### src/rtl/network_sync_controller_pkg.sv
// Shared controller types for the generated actor network (package TriggerTypes).
// Imported by the network_sync_controller top and its quiescence detector.
package TriggerTypes;

    typedef enum logic [2:0] {
        CTRL_IDLE      = 3'd0,
        CTRL_RUN       = 3'd1,
        CTRL_SYNC_REQ  = 3'd2,
        CTRL_SYNC_EVAL = 3'd3,
        CTRL_DONE      = 3'd4
    } ctrl_state_t;

    // Counter width that can hold 0..quiesce_cycles inclusive.
    function automatic int qcnt_width(input int quiesce_cycles);
        return (quiesce_cycles < 1) ? 1 : $clog2(quiesce_cycles + 1);
    endfunction

endpackage

### src/rtl/network_sync_controller_quiescence_detector.sv
// Counts consecutive all-sleep cycles while enabled; quiet flags the cycle that
// completes a run of QUIESCE_CYCLES.
module quiescence_detector
    import TriggerTypes::*;
#(
    parameter int QUIESCE_CYCLES = 8
) (
    input  logic ap_clk,
    input  logic ap_rst,
    input  logic en,
    input  logic all_sleep_in,
    input  logic clr,
    output logic quiet
);

    localparam int QW = qcnt_width(QUIESCE_CYCLES);
    localparam logic [QW-1:0] QCNT_MAX  = QW'(QUIESCE_CYCLES);
    localparam logic [QW-1:0] QCNT_LAST = QW'(QUIESCE_CYCLES - 1);

    logic [QW-1:0] qcnt;

    // NOTE: sequential state uses non-blocking assignments so every flop samples
    // pre-edge values regardless of block ordering.
    always_ff @(posedge ap_clk) begin
        if (ap_rst || clr) begin
            qcnt <= '0;
        end else if (en) begin
            if (all_sleep_in) begin
                if (qcnt != QCNT_MAX) begin
                    qcnt <= qcnt + 1'b1;
                end
            end else begin
                qcnt <= '0;
            end
        end
    end

    // The current cycle is itself the last sleeping cycle of the run.
    assign quiet = en & all_sleep_in & (qcnt == QCNT_LAST);

endmodule

### src/rtl/network_sync_controller.sv
// Network-level start / quiescence / sync-barrier / done sequencer for actor triggers.
// Optional performance counters are enabled with `define NETWORK_PERF_CNT_EN.
module network_sync_controller
    import TriggerTypes::*;
#(
    parameter int NUM_ACTORS     = 4,
    parameter int QUIESCE_CYCLES = 8
) (
    input  logic                  ap_clk,
    input  logic                  ap_rst,
    input  logic                  ap_start,
    output logic                  ap_done,
    output logic                  ap_idle,
    output logic                  ap_ready,
    output logic [NUM_ACTORS-1:0] actor_start,
    input  logic [NUM_ACTORS-1:0] actor_sleep,
    input  logic [NUM_ACTORS-1:0] actor_sync_wait,
    input  logic [NUM_ACTORS-1:0] actor_sync_exec,
    output logic                  all_sleep,
    output logic                  all_sync_wait,
    output logic                  all_sync_exec
`ifdef NETWORK_PERF_CNT_EN
    ,
    output logic [63:0]           run_cycles,
    output logic [31:0]           sync_rounds
`endif
);

    ctrl_state_t state;
    ctrl_state_t state_next;
    logic        exec_seen;
    logic        quiet;
    logic        every_sleep;
    logic        every_wait;
    logic        any_exec;
    logic        resume;

    assign every_sleep = &actor_sleep;
    assign every_wait  = &actor_sync_wait;
    assign any_exec    = |actor_sync_exec;
    // An execution reported in the evaluation cycle itself still counts.
    assign resume      = exec_seen | any_exec;

    quiescence_detector #(
        .QUIESCE_CYCLES (QUIESCE_CYCLES)
    ) u_quiescence_detector (
        .ap_clk       (ap_clk),
        .ap_rst       (ap_rst),
        .en           (state == CTRL_RUN),
        .all_sleep_in (every_sleep),
        .clr          (state != CTRL_RUN),
        .quiet        (quiet)
    );

    // NOTE: next-state defaults to the current state before the case so no path
    // leaves state_next unassigned and no latch is inferred.
    always_comb begin
        state_next = state;
        case (state)
            CTRL_IDLE:      if (ap_start)   state_next = CTRL_RUN;
            CTRL_RUN:       if (quiet)      state_next = CTRL_SYNC_REQ;
            CTRL_SYNC_REQ:  if (every_wait) state_next = CTRL_SYNC_EVAL;
            CTRL_SYNC_EVAL: state_next = resume ? CTRL_RUN : CTRL_DONE;
            CTRL_DONE:      state_next = CTRL_IDLE;
            default:        state_next = CTRL_IDLE;
        endcase
    end

    always_ff @(posedge ap_clk) begin
        if (ap_rst) begin
            state <= CTRL_IDLE;
        end else begin
            state <= state_next;
        end
    end

    // Executions are sticky across the whole barrier, including its closing cycle.
    always_ff @(posedge ap_clk) begin
        if (ap_rst) begin
            exec_seen <= 1'b0;
        end else if (state == CTRL_SYNC_REQ) begin
            exec_seen <= exec_seen | any_exec;
        end else if (state == CTRL_SYNC_EVAL) begin
            exec_seen <= 1'b0;
        end
    end

    assign ap_idle       = (state == CTRL_IDLE);
    assign ap_done       = (state == CTRL_DONE);
    assign ap_ready      = (state == CTRL_DONE);
    assign all_sleep     = (state == CTRL_SYNC_REQ);
    assign all_sync_wait = (state == CTRL_SYNC_EVAL);
    assign all_sync_exec = (state == CTRL_SYNC_EVAL) & resume;
    assign actor_start   = ((state == CTRL_RUN) || (state == CTRL_SYNC_REQ) ||
                            (state == CTRL_SYNC_EVAL)) ? {NUM_ACTORS{1'b1}}
                                                       : {NUM_ACTORS{1'b0}};

`ifdef NETWORK_PERF_CNT_EN
    always_ff @(posedge ap_clk) begin
        if (ap_rst) begin
            run_cycles  <= '0;
            sync_rounds <= '0;
        end else if ((state == CTRL_IDLE) && ap_start) begin
            run_cycles  <= '0;
            sync_rounds <= '0;
        end else begin
            if (state != CTRL_IDLE) begin
                run_cycles <= run_cycles + 64'd1;
            end
            if (state == CTRL_SYNC_EVAL) begin
                sync_rounds <= sync_rounds + 32'd1;
            end
        end
    end
`endif

endmodule

### config.mk
export PLATFORM = sky130hd
export DESIGN_NAME = network_sync_controller
export DESIGN_NICKNAME = d
export VERILOG_FILES = /design/src/rtl/network_sync_controller_pkg.sv /design/src/rtl/network_sync_controller_quiescence_detector.sv /design/src/rtl/network_sync_controller.sv
export SDC_FILE = /design/constraint.sdc
export NUM_CORES = 1
export LEC_CHECK = 0
export ABC_AREA = 1
export CORE_MARGIN = 3
export CORE_UTILIZATION = 39
export CTS_CLUSTER_SIZE = 12
export DETAILED_ROUTE_END_ITERATION = 8
export MAX_ROUTING_LAYER = met4
export PLACE_DENSITY = 0.77
export SYNTH_ARGS = -nofsm -noshare
export SYNTH_HDL_FRONTEND = slang
export SYNTH_HIERARCHICAL = 1
export SYNTH_SLANG_ARGS = --single-unit
### constraint.sdc
create_clock -name ap_clk -period 1.58 [get_ports ap_clk]
set_clock_uncertainty 0.1 [all_clocks]
set_input_delay 0.237 -clock ap_clk [delete_from_list [all_inputs] [get_ports ap_clk]]
set_output_delay 0.237 -clock ap_clk [all_outputs]
set_load 0.01 [all_outputs]
==> Word level (Yosys, flattened, before mapping) <==
Index checks and enable logic that the tools add are counted.
{ "word_totals": {"in_bits": 15, "out_inout_bits": 10, "register_bits": 8, "word_cells": 39} }
{ "op_classes": {"reduce_logical": 10, "bitwise": 4, "eq_ne": 11, "n_mux": 10, "n_addsub": 1} }
{ "op_table": {"columns": ["operator", "n"], "rows": [
  ["3-bit two-way mux", 4],
  ["4-bit two-way mux", 3],
  ["3-bit case mux with 4 select lines", 1],
  ["4-bit AND reduction", 2],
  ["3-bit by 2-bit equality test with 1-bit output (second input constant)", 2],
  ["2-bit != test (second input constant)", 3],
  ["4-bit by 1-bit adder with 4-bit output (second input constant)", 1],
  ["4-bit by 3-bit equality test with 1-bit output (second input constant)", 1],
  ["4-bit != test (second input constant)", 1],
  ["4-bit OR reduction", 1],
  ["1-bit bitwise AND", 3],
  ["3-bit by 1-bit equality test with 1-bit output (second input constant)", 1],
  ["3-bit equality test (second input constant)", 1],
  ["3-bit zero test", 1],
  ["1-bit logical OR", 3],
  ["3-bit by 1-bit != test with 1-bit output (second input constant)", 1],
  ["3-bit AND reduction", 1],
  ["1-bit two-way mux", 2],
  ["2-bit by 1-bit != test with 1-bit output (second input constant)", 1],
  ["2-bit AND reduction", 1],
  ["2-bit nonzero test", 1],
  ["1-bit bitwise OR", 1]
]} }

==> Depth between registers and ports, before layout <==
{ "logic_depth": {"depth_word": 5, "mapped_depth": 10, "ltp_nobuf": 10} }

==> Hierarchy <==
The synthesis kept the hierarchy.
{ "modules_own_cells": {"columns": ["mod", "instances", "cells_per_inst", "area_each_um2"], "rows": [
  ["network_sync_controller", 1, 49, 294.0],
  ["quiescence_detector", 1, 41, 264.0]
]} }

==> Worst setup path before layout <==
Ideal clock, no wire load.
{ "synth_path": {"path_type": "register to register", "startpoint": "register state[1]", "endpoint": "register state[0]", "required_time_ns": 1.410, "path_buffers": 0, "period_less_slack_ns": 1.430, "path_stages_with_launch": 11, "setup_slack_ns": 0.150, "t_arrival_ns": 1.260, "cell_sequence": "dfxtp_1 > nor2_1 > nand2_1 > inv_1 > nand2_1 > nor3_1 > nand3b_1 > nand2_1 > nor2_1 > nand2_1 > a21oi_1"} }
{ "synth_between": {"elab_chain_cells": 5, "word_cells_on_any_way": 11, "classes_between": "eq/ne (6); mux (1); bitwise (2); reduce/logical (2)"} }
{ "synth_rtl": {"columns": ["element", "line_no", "rtl"], "rows": [
  ["from (decl)", "network_sync_controller.sv:29", "ctrl_state_t state;"],
  ["from (signal assigned)", "network_sync_controller.sv:73", "state <= state_next;"],
  ["3-bit by 1-bit equality test with 1-bit output", "network_sync_controller.sv:49", ".en (state == CTRL_RUN),"],
  ["1-bit bitwise AND (2 in series)", "network_sync_controller_quiescence_detector.sv:39", "assign quiet = en & all_sleep_in & (qcnt == QCNT_LAST);"],
  ["named net quiet", "network_sync_controller.sv:32", "logic quiet;"],
  ["2-bit != test (no line)", null, null],
  ["3-bit AND reduction (no line)", null, null]
]} }
The timed path passes the listed nets, and every way through them passes these cells.
A chain may end at the register's enable or synchronous reset.

==> Worst setup path in the final report <==
{ "layout_path": {"startpoint": "input actor_sleep[0]", "endpoint": "register state[0]"} }
{ "layout_between": {"elab_chain_cells": 5} }
{ "layout_rtl": {"columns": ["element", "line_no", "rtl"], "rows": [
  ["from (decl)", "network_sync_controller.sv:16", "input logic [NUM_ACTORS-1:0] actor_sleep,"],
  ["4-bit AND reduction", "network_sync_controller.sv:38", "assign every_sleep = &actor_sleep;"],
  ["named net every_sleep", "network_sync_controller.sv:33", "logic every_sleep;"],
  ["1-bit bitwise AND (2 in series)", "network_sync_controller_quiescence_detector.sv:39", null],
  ["named net quiet", "network_sync_controller.sv:32", null],
  ["2-bit != test (no line)", null, null],
  ["3-bit AND reduction (no line)", null, null]
]} }
The timed path passes the listed nets, and every way through them passes these cells.

==> summary.md <==
| Metric | Value |
|---|---|
| Die Span X | 43.8 um |
| Setup TNS | 0 ns |
| Layout cells sized above 1 | 31.5% |
| First-pass GRT wire length | 2410 um |
| PortBufs | 24 |
| Placed Cells | 136 |
| Seq/Total Area, Yosys | 28.7% |
| Worst skew pair latency | 0.25 ns |
| Number of library cell types mapped by synthesis | 18 |
| Worst-path clk slew | 0.05 ns |
| Die ar. | 0.00192 mm2 |
| # setup viols final | 0 |
| Clock share of power | 13.1% |
| # fillers | 110 |
| Main combinational cell family by area after synthesis | simple AND/OR/NAND/NOR gates |
| CP endpoint kind | flop |
| RePlAce Congestion | 0.848 |
| H-Tree Level Count | 1 |
| Worst Tran Pin Value | 0.213 ns |
| Antenna viol nets, final | 0 |
| Overall routing resource usage | 17.7% |
| TritonCTS buffer count | 3 |
| Remaining DRCs | 0 |
| Ant. Diodes | 0 |
| Sw power | 0.463 mW |
| Final Util | 72.5% |
| P_int | 0.686 mW |
| DR pass1 iterations | 4 |
| Sinks on Clock Net | 8 |
| Slew Limit Headroom | 85.7% |
| Leakage power | 0.464 nW |
| Main synth FF type | dfxtp_1 |
| Initial antenna violation count | 0 |
| Yosys warning total | 6 |
| P per Cell Area | 1200 mW/mm2 |
| Crit-path slowest cell | clkdlybuf4s50_1 |
| Reg2Reg Depth | 10 |
| Area occupied by multi-input gates | 357 um2 |
| HP Class | flop to flop |
| Final Power | 1.15 mW |
| Crit-path cells | clkdlybuf4s50_1, nand2_1, nor2_2, nand2_2, nor3_2, nand3b_1, nand2_2, nor2_1, nand2_1, a21oi_1 |
| CP Class | input port to flop |
| Initial DRC Count | 12 |
| IR drop worst, VDD | 586 uV |
| Fmax | 643 MHz |
| Period utilization | 98.5% |
| R2r setup slk | 0.06 ns |
| Hpwl dp | 1190 um |
| Nets | 146 |
| Post-Synth Adder-Cell Area | 4.48% |
| CP Launch Type | input port |
| Row Count | 13 |
| Crit-path max FO | 3 |
| Number of I/O pins | 25 |
| Starting density of the core | 42.4% |
| Finished Layout Cells | 142 |
| Sequential power share | 26.2% |
| Part of the power in combinational logic | 60.7% |
| Crit Reg-Reg Endpoint | state[0] |
| Hold Path Depth | 2 |
| Min-Delay Endpoint | exec_seen |
| Synth Area in XOR/XNOR | 0% |
| Final hold violations | 0 |
| Register area | 170 um2 |
| Largest net degree at the start of global routing | 6 |
| Core Area | 0.00132 mm2 |
| CP peak stage delay | 0.46 ns |
| Post-Synth Simple-Gate Area | 46.6% |
| Cts hold-fix bufs | 0 |
| Die Ht | 43.8 um |
| Instance count of the mapped netlist | 90 |
| Ys async rst share | 0% |
| R2R Path Start | state[0] |
| Grt ovf | 0 |
| Min Hold Slack | 0.379 ns |
| Area fraction in compound gates after synthesis | 6.05% |
| CTS root buf | clkbuf_4 |
| Status | complete, no violations |
| DR WL/cell | 10.8 um |
| Switching share of power | 40.3% |
| WP data arrival | 1.63 ns |
| CTS max path bufs | 2 |
| Post-Route WL | 1530 um |
| Synth Register Bits | 8 |
| Vias in the first global route | 580 |
| Synthesized Nets | 107 |
| Routed vias/inst | 4.65 |
| Post-synthesis mux area share | 0% |
| Clock tree from TritonCTS | yes |
| Worst Path Required | 1.65 ns |
| Post-synth EDFFs | 0 |
| Max-cap viol count | 0 |
| Area growth from synthesis to layout | 71.1% |
| Syn Area/Cell | 6.20 um2 |
| Crit. Startpoint | actor_sleep[0] |
| Max-slew violations | 0 |
| Final Critical Period | 1.56 ns |
| RSZ-0062 raised after global routing | yes |
| DR vias | 660 |
| Area of the mapped netlist | 558 um2 |
| HP Start | exec_seen |
worst max-delay path, delay by kind of cell:
| kind | cells | cell delay, ns |
|---|---|---|
| AOI/OAI and AO/OA | 1 | 0.11 |
| buffers and inverters | 1 | 0.46 |
| and+or+nand+nor | 8 | 0.81 |
stage by stage:
stage / setup WS (ns) / instance area, um2
CTS: -0.154 / 898
global route: -0.102 / 955
global placement: -0.206 / 870
floorplan: 0.150 / 558
detailed placement: -0.270 / 870
finish: 0.0239 / 955
flip-flops by register name (all words and copies together) (netlist names):
| signal | cells |
|---|---|
| u_quiescence_detector/qcnt | 4 |
| state | 3 |
| exec_seen | 1 |
cells in the final DEF, fill, tap and decap left out:
master           count
nand3_2              1
nand2_1             20
nand3b_1             3
nor2_1              10
nor3_1               2
dfxtp_4              2
inv_1               11
dfxtp_2              2
a21oi_1              4
dlygate4sd2_1        8
nand2_2              6
o21ai_0              1
nor3_2               2
nand3_1              5
ha_1                 2
dfxtp_1              4
a21oi_2              1
nor4_1               1
clkbuf_2             1
nand4_1              1
inv_2                2
buf_4               14
nor2_4               2
clkdlybuf4s50_1     12
clkbuf_4             3
dlymetal6s2s_1       3
nor2_2               4
per-layer routing:
metal / up-vias / global-route usage, % / routed length (um)
met3: 2 / 4.56 / 74
met2: 12 / 29.4 / 791
met4: 0 / 10.8 / 19
met5: - / - / 0
met1: 290 / 18.3 / 649
li1: 356 / - / -
cell usage after synthesis (2+ instances only):
master	count	area [um2]
nand3b_1	3	22.5
a21oi_1	4	20.0
inv_1	12	45.0
nor2_2	2	12.5
nand2_1	23	86.3
nor3_1	4	20.0
nand3_1	5	25.0
dfxtp_1	8	160
ha_1	2	25.0
nor2_1	14	52.6
nand2_2	3	18.8
buf_4	4	30.0
cell type report:
| type | instances | share of cell area, % |
|---|---|---|
| Timing Repair Buffer | 38 | 35.4 |
| Clock buffer | 3 | 2.36 |
| Inverter | 13 | 5.11 |
| Tap cell | 15 | 1.97 |
| Sequential cell | 8 | 17.8 |
| Multi-Input combinational cell | 65 | 37.4 |
power groups by stage:
stage	combinational [mW]	clock [mW]	sequential, mW
floorplan	0.384	0	0.267
global placement	0.677	0	0.271
detailed placement	0.693	0	0.271
CTS	0.647	0.159	0.284
global route	0.777	0.172	0.306
finish	0.697	0.150	0.302
what timing repair did:
item / in CTS / in global routing
pin swaps: 0 / 5
cloned: 0 / 0
resized for setup: 15 / 17
endpoints found under the setup margin: 12 / 6
buffers inserted: 0 / 3
worst max-delay path by stage:
stage                         end  depth (start not counted)
floorplan                state[0]                         10
CTS                       ap_idle                          4
finish                   state[0]                         10
global placement    all_sync_exec                          6
detailed placement       state[0]                         10
global route             state[0]                         10
cell families after synthesis:
kind of cell | after synthesis
flip-flops | 8
buffers and inverters | 17
AO/OA/AOI/OAI | 6
adder cells (fa/ha/maj) | 2
AND/OR/NAND/NOR | 57
No activity file was read; power rests on OpenSTA's default activity.
